`config.mk`:
```
export PLATFORM = sky130hd
export DESIGN_NAME = serial_subtractor
export DESIGN_NICKNAME = d
export VERILOG_FILES = /design/src/rtl/serial_subtractor_pkg.sv /design/src/rtl/serial_subtractor_full_subtractor.sv /design/src/rtl/serial_subtractor.sv
export SDC_FILE = /design/constraint.sdc
export NUM_CORES = 1
export LEC_CHECK = 0
export ABC_AREA = 1
export CAP_MARGIN = 20
export CORE_AREA = 8 8 76 78
export CTS_CLUSTER_DIAMETER = 60
export DETAILED_ROUTE_END_ITERATION = 10
export DIE_AREA = 0 0 84 86
export GPL_TIMING_DRIVEN = 0
export HOLD_SLACK_MARGIN = 0.15
export PLACE_DENSITY = 0.6
export SYNTH_ARGS = -nofsm -noshare
export SYNTH_HDL_FRONTEND = slang
export SYNTH_SLANG_ARGS = --single-unit
```
`constraint.sdc`:
```
create_clock -name clk -period 1.4 [get_ports clk]
set_input_delay 0.28 -clock clk [delete_from_list [all_inputs] [get_ports clk]]
set_output_delay 0.28 -clock clk [all_outputs]
set_load 0.1 [all_outputs]
```
`src/rtl/serial_subtractor_pkg.sv`:
```
// Shared definitions for the bit-serial subtractor.
//   state_e  : FSM state encoding (ST_IDLE / ST_SHIFT)
//   cnt_w()  : bit-counter width for a given operand width
package serial_subtractor_pkg;

  typedef enum logic {
    ST_IDLE  = 1'b0,
    ST_SHIFT = 1'b1
  } state_e;

  // Ceiling log2, floored at 1 so a counter always has at least one bit.
  function automatic int cnt_w(input int width);
    int w;
    w = 1;
    while ((1 << w) < width) w++;
    return w;
  endfunction

endpackage

```
`src/rtl/serial_subtractor_full_subtractor.sv`:
```
// One-bit full subtractor cell: Diff = A - B - Bin, with borrow out.
//   A, B  : operand bits
//   Bin   : borrow in
//   Diff  : difference bit
//   Bout  : borrow out
module full_subtractor (
  input  logic A,
  input  logic B,
  input  logic Bin,
  output logic Diff,
  output logic Bout
);

  assign Diff = A ^ B ^ Bin;
  assign Bout = (~A & B) | (~A & Bin) | (B & Bin);

endmodule

```
`src/rtl/serial_subtractor.sv`:
```
// Bit-serial two's-complement subtractor, LSB first: Diff = A - B.
// One borrow cell is reused over WIDTH clock cycles per operation.
//   clk   : rising-edge clock
//   rst   : synchronous active-high reset
//   start : request an operation (honoured only when idle)
//   A, B  : minuend / subtrahend, captured on the accepting edge
//   busy  : operation in progress
//   done  : one-cycle pulse when Diff/Bout update
//   Diff  : (A - B) mod 2^WIDTH, held until next completion
//   Bout  : final unsigned borrow (A < B), held with Diff
//
// state    | meaning
// ---------+---------------------------------------------------
// ST_IDLE  | waiting for start; outputs hold last result
// ST_SHIFT | one operand bit pair processed per clock, LSB first
module serial_subtractor
  import serial_subtractor_pkg::*;
#(
  parameter int WIDTH = 8
) (
  input  logic             clk,
  input  logic             rst,
  input  logic             start,
  input  logic [WIDTH-1:0] A,
  input  logic [WIDTH-1:0] B,
  output logic             busy,
  output logic             done,
  output logic [WIDTH-1:0] Diff,
  output logic             Bout
);

  localparam int CNT_W = cnt_w(WIDTH);
  localparam logic [CNT_W-1:0] LAST_CNT = CNT_W'(WIDTH - 1);

  state_e           state_q, state_d;
  logic [WIDTH-1:0] sa_q, sa_d;
  logic [WIDTH-1:0] sb_q, sb_d;
  logic [WIDTH-1:0] res_q, res_d;
  logic [WIDTH-1:0] diff_q, diff_d;
  logic             borrow_q, borrow_d;
  logic             bout_q, bout_d;
  logic             done_q, done_d;
  logic [CNT_W-1:0] cnt_q, cnt_d;

  logic fs_diff;
  logic fs_bout;

  full_subtractor u_fs (
    .A    (sa_q[0]),
    .B    (sb_q[0]),
    .Bin  (borrow_q),
    .Diff (fs_diff),
    .Bout (fs_bout)
  );

  always_comb begin
    state_d  = state_q;
    sa_d     = sa_q;
    sb_d     = sb_q;
    res_d    = res_q;
    diff_d   = diff_q;
    borrow_d = borrow_q;
    bout_d   = bout_q;
    cnt_d    = cnt_q;
    done_d   = 1'b0;

    case (state_q)
      ST_IDLE: begin
        if (start) begin
          sa_d     = A;
          sb_d     = B;
          borrow_d = 1'b0;
          cnt_d    = '0;
          state_d  = ST_SHIFT;
        end
      end
      ST_SHIFT: begin
        sa_d     = {1'b0, sa_q[WIDTH-1:1]};
        sb_d     = {1'b0, sb_q[WIDTH-1:1]};
        // Result fills from the MSB so bit 0 lands in place after WIDTH shifts.
        res_d    = {fs_diff, res_q[WIDTH-1:1]};
        borrow_d = fs_bout;
        cnt_d    = cnt_q + 1'b1;
        if (cnt_q == LAST_CNT) begin
          diff_d  = {fs_diff, res_q[WIDTH-1:1]};
          bout_d  = fs_bout;
          done_d  = 1'b1;
          cnt_d   = '0;
          state_d = ST_IDLE;
        end
      end
      default: state_d = ST_IDLE;
    endcase
  end

  always_ff @(posedge clk) begin
    if (rst) begin
      state_q  <= ST_IDLE;
      sa_q     <= '0;
      sb_q     <= '0;
      res_q    <= '0;
      diff_q   <= '0;
      borrow_q <= 1'b0;
      bout_q   <= 1'b0;
      cnt_q    <= '0;
      done_q   <= 1'b0;
    end else begin
      state_q  <= state_d;
      sa_q     <= sa_d;
      sb_q     <= sb_d;
      res_q    <= res_d;
      diff_q   <= diff_d;
      borrow_q <= borrow_d;
      bout_q   <= bout_d;
      cnt_q    <= cnt_d;
      done_q   <= done_d;
    end
  end

  assign busy = (state_q == ST_SHIFT);
  assign done = done_q;
  assign Diff = diff_q;
  assign Bout = bout_q;

endmodule

```
==> summary.txt <==
Outcome
  – Status: complete, no violations

STA
  – RSZ-0062 raised after global routing: true
  – Final hold violations: 0
  – Hold Worst Slack: roughly 400 ps
  – TNS Setup: 0 ps
  – Pin slew with the least headroom to its limit: 507 ps
  – Max_slew headroom: around two thirds
  – Clock skew: around 6 ps
  – Final setup violation count: 0
  – PnR worst setup slack: about 62 ps
  – Slew Limit Fails: 0
  – Fmax achieved: around 750 MHz
  – Final period util: between 90 and 100%
  – Final min period: roughly 1300 ps

Worst hold path
  – Hold Crit Depth: 5
  – Worst hold path type: input port to flip-flop

Placement
  – Setup WS pre-CTS: -399 ps
  – HPWL after DPL: about 2500 um
  – I/O Buffers: 28
  – DP Area: around 1900 sq um
  – Global placement routability congestion: 0.746

Global routing
  – Initial antenna violation count: 0
  – First-pass GRT wire length: a little over 6000 um
  – Pin count of the biggest net entering global routing: 12
  – Number of global-route vias before repair: 1338
  – Overflow after GRT: 0
  – Total track usage: a little over a tenth

Clocking
  – Clk root buf: clkbuf_8
  – CTS Sinks: 38
  – CTS buffer count: 5
  – Clk slew on worst S/H paths: 70 ps
  – CTS Buffer Depth: 2
  – Cts hold-fix bufs: 0
  – Clk Latency, worst-skew pair: between 200 and 300 ps
  – H-tree levels: 2
  – Post-CTS setup buffer count: 0
  – CTS tree: done

Worst setup path
  – CP Cell Sequence: buf_2
  – Worst setup SP type: flip-flop
  – Worst path max stage delay: 430 ps
  – CP Capture Type: output pin
  – CP max FO: 2
  – Worst path depth: 1
  – Buf/Inv on CP: 1
  – R2r worst-path depth: 7
  – Family with the most delay on the worst path: buffers and inverters
  – Worst Path Required: 1120 ps
  – Critical path class: flip-flop to output pin
  – Worst endpoint data arrival time: about 1100 ps
  – Worst path slowest cell: buf_2

Routing
  – DRT antenna net count: 0
  – Drc violations: 0
  – Detailed Routing Iterations Pass 1: 4
  – Initial drt markers: about 110
  – Vias per cell: about 4.6
  – Wire length per cell: approximately 12 um
  – WL final: roughly 3700 um
  – Vias: 1404

Power
  – P_leak: 0.936 nW
  – Overall Power: about 2.3 mW
  – Maximum VDD drop: around 0.5 mV
  – Pwr dens: 1140 nW/um^2

Floorplan
  – Die area: between 7000 and 8000 sq um
  – Die Span X: ~84 um
  – # rows: 25
  – Core area: around 4600 sq um
  – Starting Density: between 30% and 40%
  – Die height: roughly 86 um
  – Io pins: 30

Run
  – Max-Cap Viols: 0

Layout
  – Most common cell after layout, fill and taps aside: nand2_1
  – Nets: between 200 and 300
  – Share of cells above drive strength 1: between 10% and 20%
  – Most frequent cells in the layout: 67 x nand2_1, 37 x dfxtp_1, 28 x nand3_1
  – Antenna cells: 0
  – Design area: between 1500 and 2000 sq um
  – Filler Cell Count: 481
  – Layout area overhead: 27.3%

Synthesis
  – Syn Area/Cell: roughly 7.3 sq um
  – Flops & latches, synth: 38
  – Synth Warn #: 0
  – Synth unique cells: 20
  – Synthesized area: 1570 sq um
  – Gate Count Post-Synth: 215
  – Mapped Nets: around 240
  – Sequential share of the synthesized area: 48.6%
==> cell type report <==
class                   count  area, sq um  share of cell area, %
multi-input cells         145          662                   33.2
repair inverters            1         7.51                  0.376
well taps                  54         67.6                   3.39
inverters                  19         75.1                   3.76
flip-flops and latches     38          762                   38.2
repair buffers             28          228                   11.4
clock buffers               8          110                   5.52
plain buffers              13         82.6                   4.14
==> per-stage QoR <==
| stage | std cells | util (%) |
|---|---|---|
| 3_3_place_gp | 297 | 41.7 |
| 2_1_floorplan | 215 | - |
| 6_report | 306 | 43.4 |
| 5_1_grt | 306 | 43.4 |
| 4_1_cts | 305 | 42.9 |
| 3_5_place_dp | 297 | 41.7 |
==> flip-flops by register name, summed over array words and instances, names as in the netlist <==
register,count
cnt_q,3
Diff,8
sa_q,8
borrow_q,1
busy,1
done,1
sb_q,8
res_q,7
Bout,1
==> kinds of logic (layout without fill, tap and decap cells) <==
family                   count (synthesis)  count (layout)  share of synthesized area [%]
adder cells (fa/ha/maj)                  4               4                           3.67
AO/OA/AOI/OAI                           23              23                           7.51
AND/OR/NAND/NOR                        118             118                           30.9
flip-flops                              38              38                           48.6
buffers and inverters                   32              69                           9.34
==> power breakdown <==
| part | switching (mW) | leakage, nW | internal (mW) | total [mW] |
|---|---|---|---|---|
| clock network | 0.383 | 0.0575 | 0.497 | 0.880 |
| logic | 0.138 | 0.569 | 0.110 | 0.249 |
| registers | 0.0234 | 0.310 | 1.12 | 1.14 |
==> cell usage after synthesis <==
library cell	number	share of area, %
clkinv_1	1	0.24
clkbuf_1	1	0.24
dfxtp_1	38	49
o21a_1	1	0.48
and3_1	1	0.40
buf_4	5	2.4
ha_1	3	2.4
nor3_1	1	0.32
buf_1	1	0.24
o21ai_0	7	2.2
nand3_1	28	8.9
nand2_1	68	16
o21ai_1	2	0.64
fa_1	1	1.3
nor2_2	1	0.40
inv_1	18	4.3
nor2_1	19	4.6
a21oi_1	13	4.2
buf_2	5	1.6
clkbuf_2	1	0.32
==> routing by layer <==
| metal | share of wire (%) | wire length [um] | GRT usage, % | up-vias |
|---|---|---|---|---|
| li1 | - | - | - | 742 |
| met1 | 48 | 1760 | 12.7 | 627 |
| met2 | 45 | 1640 | 16.7 | 29 |
| met3 | 5.6 | 205 | 3.51 | 6 |
| met4 | 2.0 | 74 | 5.18 | 0 |
| met5 | 0 | 0 | 0 | - |
==> worst paths after layout <==
path                  from        to  slack, ps
hold / removal       start   sb_q[7]        400
setup reg to reg  cnt_q[0]   Diff[7]        100
hold reg to reg   res_q[1]  res_q[1]        470
setup / recovery   Diff[5]   Diff[5]         60
==> repair_timing <==
item	CTS	global route
cloned	0	1
resized for setup	56	8
setup endpoints to repair	11	18
(Power assumes the default switching activity.)
